File: src/rtl/interboard_pkg.sv
`default_nettype none
// ============================================================================
// Module      : interboard_pkg
// Description : Shared message constants, word layout and decoded-message
//               type for the inter-board Request/Ack link.
// Revision    : 1.0 - initial release
// ============================================================================
package interboard_pkg;

   localparam int c_word_w   = 6;
   localparam int c_idx_bit  = 5;
   localparam int c_type_w   = 3;
   localparam int c_num_w    = 5;
   localparam int c_num_hi_w = 2;
   localparam int c_num_lo_w = 3;

   localparam logic [c_type_w-1:0] MSG_RESET  = 3'd0;
   localparam logic [c_type_w-1:0] MSG_NUMBER = 3'd1;
   localparam logic [c_type_w-1:0] MSG_BINGO  = 3'd2;
   localparam logic [c_type_w-1:0] MSG_START  = 3'd3;

   typedef struct packed {
      logic [c_type_w-1:0] msg_type;
      logic [c_num_w-1:0]  number;
   } msg_t;

   function automatic logic is_word1(input logic [c_word_w-1:0] w);
      return w[c_idx_bit];
   endfunction

endpackage
`default_nettype wire

File: src/rtl/sync_2ff.sv
`default_nettype none
// ============================================================================
// Module      : sync_2ff
// Description : Multi-flop synchronizer for a single asynchronous bit.
// Revision    : 1.0 - initial release
// ============================================================================
module sync_2ff #(
   parameter int STAGES = 2
) (
   input  logic clk,
   input  logic rst,
   input  logic d,
   output logic q
);

   logic [STAGES-1:0] r_sync;

   always_ff @(posedge clk or negedge rst) begin
      if (!rst) begin
         r_sync <= '0;
      end else begin
         r_sync <= {r_sync[STAGES-2:0], d};
      end
   end

   assign q = r_sync[STAGES-1];

endmodule
`default_nettype wire

File: src/rtl/interboard_receiver.sv
`default_nettype none
// ============================================================================
// Module      : interboard_receiver
// Description : Responder end of the inter-board Request/Ack link; assembles
//               two-word messages and pulses them out to the game controller.
//               Optional watchdog enabled by defining INTER_RX_TIMEOUT_EN.
// Revision    : 1.0 - initial release
// ============================================================================
module interboard_receiver
   import interboard_pkg::*;
#(
   parameter int SYNC_STAGES    = 2,
   parameter int TIMEOUT_CYCLES = 1_000_000
) (
   input  logic                clk,
   input  logic                rst,
   input  logic                Request_in,
   input  logic [c_word_w-1:0] inter_data_in,
   output logic                Ack_out,
   output logic                interboard_en,
   output logic [c_type_w-1:0] interboard_msg_type,
   output logic [c_num_w-1:0]  interboard_number,
   output logic                interboard_rst,
   output logic                rx_busy,
   output logic                rx_error
);

   localparam logic [2:0] c_st_idle  = 3'd0;
   localparam logic [2:0] c_st_ack0  = 3'd1;
   localparam logic [2:0] c_st_wait1 = 3'd2;
   localparam logic [2:0] c_st_ack1  = 3'd3;
   localparam logic [2:0] c_st_ackx  = 3'd4;

   logic                  w_req_s;
   logic [2:0]            r_state;
   logic [2:0]            w_state_nxt;
   logic                  w_ld_w0;
   logic                  w_ld_w1;
   logic                  w_complete;
   logic                  w_err;
   logic                  w_ack_nxt;
   logic                  w_timeout;
   logic [c_type_w-1:0]   r_type;
   logic [c_num_hi_w-1:0] r_num_hi;
   logic [c_num_lo_w-1:0] r_num_lo;
   msg_t                  r_done_msg;
   logic                  r_done;

   sync_2ff #(
      .STAGES (SYNC_STAGES)
   ) u_req_sync (
      .clk (clk),
      .rst (rst),
      .d   (Request_in),
      .q   (w_req_s)
   );

`ifdef INTER_RX_TIMEOUT_EN
   localparam int c_cnt_w = (TIMEOUT_CYCLES > 1) ? $clog2(TIMEOUT_CYCLES) : 1;

   logic [c_cnt_w-1:0] r_cnt;

   // Counts cycles spent in the current non-idle state; restarts on any move.
   always_ff @(posedge clk or negedge rst) begin
      if (!rst) begin
         r_cnt <= '0;
      end else if ((r_state == c_st_idle) || (w_state_nxt != r_state)) begin
         r_cnt <= '0;
      end else begin
         r_cnt <= r_cnt + 1'b1;
      end
   end

   assign w_timeout = (r_state != c_st_idle) && (r_cnt == c_cnt_w'(TIMEOUT_CYCLES - 1));
`else
   assign w_timeout = 1'b0;
`endif

   always_ff @(posedge clk or negedge rst) begin
      if (!rst) begin
         r_state <= c_st_idle;
      end else begin
         r_state <= w_state_nxt;
      end
   end

   always_comb begin
      w_state_nxt = r_state;
      w_ld_w0     = 1'b0;
      w_ld_w1     = 1'b0;
      w_complete  = 1'b0;
      w_err       = 1'b0;
      case (r_state)
         c_st_idle: begin
            if (w_req_s) begin
               if (is_word1(inter_data_in)) begin
                  w_err       = 1'b1;
                  w_state_nxt = c_st_ackx;
               end else begin
                  w_ld_w0     = 1'b1;
                  w_state_nxt = c_st_ack0;
               end
            end
         end
         c_st_ack0: begin
            if (!w_req_s) w_state_nxt = c_st_wait1;
         end
         c_st_wait1: begin
            if (w_req_s) begin
               if (is_word1(inter_data_in)) begin
                  w_ld_w1     = 1'b1;
                  w_state_nxt = c_st_ack1;
               end else begin
                  // A repeated word0 restarts the message rather than being dropped.
                  w_err       = 1'b1;
                  w_ld_w0     = 1'b1;
                  w_state_nxt = c_st_ack0;
               end
            end
         end
         c_st_ack1: begin
            if (!w_req_s) begin
               w_complete  = 1'b1;
               w_state_nxt = c_st_idle;
            end
         end
         c_st_ackx: begin
            if (!w_req_s) w_state_nxt = c_st_idle;
         end
         default: w_state_nxt = c_st_idle;
      endcase
      if (w_timeout) begin
         w_state_nxt = c_st_idle;
         w_err       = 1'b1;
         w_ld_w0     = 1'b0;
         w_ld_w1     = 1'b0;
         w_complete  = 1'b0;
      end
   end

   always_comb begin
      w_ack_nxt = (r_state == c_st_ack0) || (r_state == c_st_ack1) || (r_state == c_st_ackx);
   end

   // Finished message is staged so the output stage lines up with the Ack fall.
   always_ff @(posedge clk or negedge rst) begin
      if (!rst) begin
         r_type     <= '0;
         r_num_hi   <= '0;
         r_num_lo   <= '0;
         r_done     <= 1'b0;
         r_done_msg <= '0;
      end else begin
         if (w_ld_w0) begin
            r_type   <= inter_data_in[c_idx_bit-1 -: c_type_w];
            r_num_hi <= inter_data_in[c_num_hi_w-1:0];
         end
         if (w_ld_w1) begin
            r_num_lo <= inter_data_in[c_num_lo_w-1:0];
         end
         r_done <= w_complete;
         if (w_complete) begin
            r_done_msg.msg_type <= r_type;
            r_done_msg.number   <= {r_num_hi, r_num_lo};
         end
      end
   end

   always_ff @(posedge clk or negedge rst) begin
      if (!rst) begin
         Ack_out             <= 1'b0;
         interboard_en       <= 1'b0;
         interboard_rst      <= 1'b0;
         rx_error            <= 1'b0;
         interboard_msg_type <= '0;
         interboard_number   <= '0;
      end else begin
         Ack_out        <= w_ack_nxt;
         interboard_en  <= r_done;
         interboard_rst <= r_done && (r_done_msg.msg_type == MSG_RESET);
         rx_error       <= w_err;
         if (r_done) begin
            interboard_msg_type <= r_done_msg.msg_type;
            interboard_number   <= r_done_msg.number;
         end
      end
   end

   assign rx_busy = (r_state != c_st_idle);

endmodule
`default_nettype wire

File: config.mk
export PLATFORM = sky130hd
export DESIGN_NAME = interboard_receiver
export DESIGN_NICKNAME = d
export VERILOG_FILES = /design/src/rtl/interboard_pkg.sv /design/src/rtl/sync_2ff.sv /design/src/rtl/interboard_receiver.sv
export SDC_FILE = /design/constraint.sdc
export NUM_CORES = 1
export LEC_CHECK = 0
export CORE_UTILIZATION = 38
export DETAILED_ROUTE_END_ITERATION = 12
export PLACE_DENSITY = 0.69
export SLEW_MARGIN = 0
export SYNTH_ARGS = -nofsm -noshare
export SYNTH_HDL_FRONTEND = slang
export SYNTH_SLANG_ARGS = --single-unit
File: constraint.sdc
create_clock -name clk -period 1.8 [get_ports clk]
set_clock_uncertainty 0.2 [all_clocks]
set_input_delay 0.18 -clock clk [delete_from_list [all_inputs] [get_ports clk]]
set_output_delay 0.18 -clock clk [all_outputs]
set_load 0.005 [all_outputs]
After elaboration in Yosys (flattened, before gate mapping)
Index checks and enable logic that the tools add are counted.
{ "totals": {"regBits": 34, "inputBits": 9, "output_inout_bits": 13, "elab_cells": 47} }
{ "op_classes": {"n_eq_ne": 8, "muxes": 16, "reduce_logical": 9} }
{ "ops": {"columns": ["operator", "count"], "rows": [
  ["$mux 3", 5],
  ["$pmux 3 s4", 1],
  ["$mux 1", 8],
  ["$eq 3x2->1 const B", 2],
  ["$logic_not 3->1", 2],
  ["$ne 2x1->1 const B", 2],
  ["$ne 2x2->1 const B", 2],
  ["$reduce_and 4->1", 1],
  ["$reduce_or 2->1", 2],
  ["$eq 3x1->1 const B", 1],
  ["$eq 3x3->1 const B", 1],
  ["$reduce_bool 3->1", 1],
  ["$logic_or 1x1->1", 2],
  ["$mux 2", 1],
  ["$pmux 1 s2", 1],
  ["$logic_and 1x1->1", 1]
]} }

Logic depth before layout (Yosys ltp)
{ "logic_depth": {"ltp_word": 4, "mapped_depth": 4, "ltp_nobuf": 3} }

By module
A second synthesis with hierarchy kept.
{ "unflattened": {"cells_unflattened": 81, "area_unflattened_um2": 1308.8} }
{ "modules_own_cells": {"columns": ["module", "instances", "cells_per_inst", "area_each_um2", "seq_area_each_um2"], "rows": [
  ["interboard_receiver", 1, 79, 1258.7, 800.8],
  ["sync_2ff", 1, 2, 50.0, 50.0]
]} }

Worst setup path before layout
Ideal clock, no wire load.
{ "synth_timing": {"path_type": "register -> register", "startpoint": "reg r_state[2]", "endpoint": "reg r_num_lo[0]", "setup_time_ps": 125, "arrival_ps": 1319, "required_ps": 1475, "path_slack_ps": 156, "path_stages_with_launch": 4, "n_path_buf": 0, "period_less_slack_ps": 1644, "path_cell_list": "dfrtp_1 or3b_4 nor2_4 mux2_2"} }
{ "synth_via": {"elab_chain_cells": 2} }
{ "synth_rtl": {"columns": ["element", "line_no", "rtl"], "rows": [
  ["start: declaration", "interboard_receiver.sv:35", "logic [2:0] r_state;"],
  ["start signal: assignment", "interboard_receiver.sv:81", "r_state <= c_st_idle;"],
  ["start signal: assignment", "interboard_receiver.sv:83", "r_state <= w_state_nxt;"],
  ["$eq 3x2->1", "interboard_receiver.sv:93", "case (r_state)"],
  ["$mux 1", "interboard_receiver.sv:93", null],
  ["end signal: assignment", "interboard_receiver.sv:159", "r_num_lo <= inter_data_in[c_num_lo_w-1:0];"],
  ["end: declaration", "interboard_receiver.sv:45", "logic [c_num_lo_w-1:0] r_num_lo;"]
]} }
Every way passes these cells.
A chain may end at the register's enable or synchronous reset.

Final worst setup path
{ "layout_timing": {"startpoint": "reg r_state[0]", "endpoint": "reg r_type[1]"} }
{ "layout_via": {"elab_chain_cells": 3, "elab_cells_between_ends": 4, "classes_between": "eq/ne: 1; mux: 1; reduce/logical: 2"} }
{ "layout_rtl": {"columns": ["element", "line_no", "rtl"], "rows": [
  ["$eq 3x2->1 / $logic_not 3->1 (equally long branches)", "interboard_receiver.sv:93", null],
  ["$reduce_or 2->1 (no line) (*)", null, null],
  ["$mux 1 (*)", null, null],
  ["end signal: assignment", "interboard_receiver.sv:155", "r_type <= inter_data_in[c_idx_bit-1 -: c_type_w];"],
  ["end: declaration", "interboard_receiver.sv:43", "logic [c_type_w-1:0] r_type;"]
]} }
Every way passes the cells marked *; elsewhere a longest branch is shown, timed or not.

==> reports/results.ini <==
[worst_setup_path]
critPathMaxFanout = 7
worstSetupPathType = reg2reg
r2r_cells = 4
required_ps = 1810
endpoint_kind = flip-flop
start_kind = flip-flop
ff2ff_setup_slack_ps = 20
crit_arrival_ps = 1790

[final_layout]
fillers = 296
insertedDiodeCount = 0
area_delta_synth_final_pct = 26.25
drive_gt1_frac = 0.4037
most-common-layout-cells = dfrtp_1 (32), clkdlybuf4s50_1 (20), mux2_2 (19), mux2_4 (6)
utilization = 0.5210
nets = 118
layout_commonest_cell = dfrtp_1
final_cells = 153

[sta]
setup_viol = 0
fmax_ghz = 0.5627
slew_headroom = 0.7114
fin_crit_ps = 1777
holdWs_ps = 54.21
tightestPinTransition_ps = 422.0
finalMaxSlewViolations = 0
fin_crit_sh = 0.9872
rsz0062_at_grt = true
hold_viol = 0

[clocking]
cts_num_sinks = 34
root_buffer = clkbuf_4
numCtsBuffers = 5
clkTransAtPathRegs_ps = 100
ctsHtreeMaxLevel = 2
clk_path_buf_depth = 2
hold_buffers = 0
cts_tree = done
insertion_delay_ps = 320

[global_route]
antenna_found_initial = 0
grt_pass1_vias = 759
grt_usage = 0.1354
overflow = 0
grt_first_pass_wirelength_um = 3429
grt_max_degree = 35

[drt]
drc = 0
wire_per_inst_um = 12.95
vias = 717
vias_per_cell = 4.686
ant_nets = 0
drt_iter0_markers = 15
dr.pass1.iters = 3
drt_wl_total_um = 1981

[floorplan]
die_height_um = 60.52
die-area_um2 = 3662
io_pins = 22
die_x_um = 60.52
start_util = 0.4127
core_um2 = 3153
num_rows = 20

[yosys]
synth_area_leaders = dfrtp_1 (65%), mux2_2 (17%), mux2_4 (5.8%)
synth_warnings = 0
synth_area_leader_cell = dfrtp_1
ys_types = 21
netlist_area_um2 = 1301
syn_nets = 88
syn_inst = 79
avgSynthCellArea_um2 = 16.47
yosysSeqAreaShare = 0.6538
synth-seq-cells = 34
synth_top_area_frac = 0.6538

[place]
port_buffers = 21
gp_congestion = 0.6793
dp.cells = 143
place_hpwl_um = 1406

[power]
p_per_area_nw_per_um2 = 1230
power_mw = 2.021
vdd_ir_drop_max_mv = 0.5989
power_leakage_nw = 0.7384

[flow_run]
cap_viol_max_count = 0

[run_status]
outcome = finished clean

[worst_hold_path]
hold_path.class = in2async

==> sequential cells by signal (all words and copies together), names as in the netlist, 2 cells and up <==
register and cells:
r_done_msg 8, interboard_number 5, interboard_msg_type 3, r_num_lo 3, r_state 3, r_type 3, r_num_hi 2, u_req_sync.r_sync 2
==> timing repair <==
item                       in CTS  in global routing
setup buffers                   3                  0
setup endpoints to repair       1                  9
pin swaps                       0                  1
gates resized for setup         3                  1
==> final timing paths <==
check | start | to
worst max-delay path | r_state[0] | r_type[1]
worst min-delay path | rst | r_num_lo[2]
worst max register to register | r_state[0] | r_type[1]
worst min register to register | u_req_sync.r_sync[0] | u_req_sync.r_sync[1]
max in group asynchronous | rst | r_state[0]
min in group clk | Request_in | u_req_sync.r_sync[0]
==> cells in the mapped netlist, drive strengths merged <==
| cell | instances |
|---|---|
| a2111oi | 1 |
| a21oi | 1 |
| and3b | 1 |
| and4bb | 1 |
| buf | 1 |
| clkbuf | 2 |
| dfrtp | 34 |
| mux2 | 25 |
| nand2 | 1 |
| nor2 | 4 |
| nor3 | 1 |
| nor4b | 1 |
| o21ai | 2 |
| or2b | 1 |
| or3 | 1 |
| or3b | 1 |
| xnor2 | 1 |
==> final cells by class <==
cell class                      count  area [um^2]  share of cell area
Tap cell                           44        55.05             0.03351
Clock buffer                        5        37.54             0.02285
Sequential cell                    34        853.3              0.5194
Multi-Input combinational cell     42        440.4              0.2681
Clock inverter                      2        10.01            0.006093
Timing Repair Buffer               26        246.5              0.1500
==> worst max-delay path, stage by stage (launching register included) <==
cell	delay (ps)
dfrtp_2	420
buf_4	150
or3b_4	430
nor2_8	160
mux2_4	310
==> through the flow <==
step                      instance area, um^2  TNS [ps]  setup slack [ps]
after global placement                   1568         0             123.7
after detailed placement                 1568         0             88.57
after CTS                                1639         0             8.590
after floorplan                          1301         0             156.1
final                                    1643         0             22.99
after global routing                     1643    -121.0            -21.72
==> power breakdown <==
part	switching, mW	leakage, nW	internal (mW)
clock network	0.228	0.0308	0.140
registers	0.128	0.427	0.997
logic	0.152	0.280	0.376
==> routing by layer <==
| layer | part of all wire | GRT usage |
|---|---|---|
| met1 | 0.46 | 0.1600 |
| met2 | 0.48 | 0.2119 |
| met3 | 0.051 | 0.07036 |
| met4 | 0.0066 | 0.04870 |
| met5 | 0 | 0 |
==> cell families after synthesis <==
family / count (synthesis) / share of synthesized area
AO/OA/AOI/OAI: 4 / 0.01827
flip-flops: 34 / 0.6538
AND/OR/NAND/NOR: 12 / 0.07981
buffers and inverters: 3 / 0.01057
XOR/XNOR: 1 / 0.006732
multiplexers: 25 / 0.2308
Power figures use the tool's default switching activity.
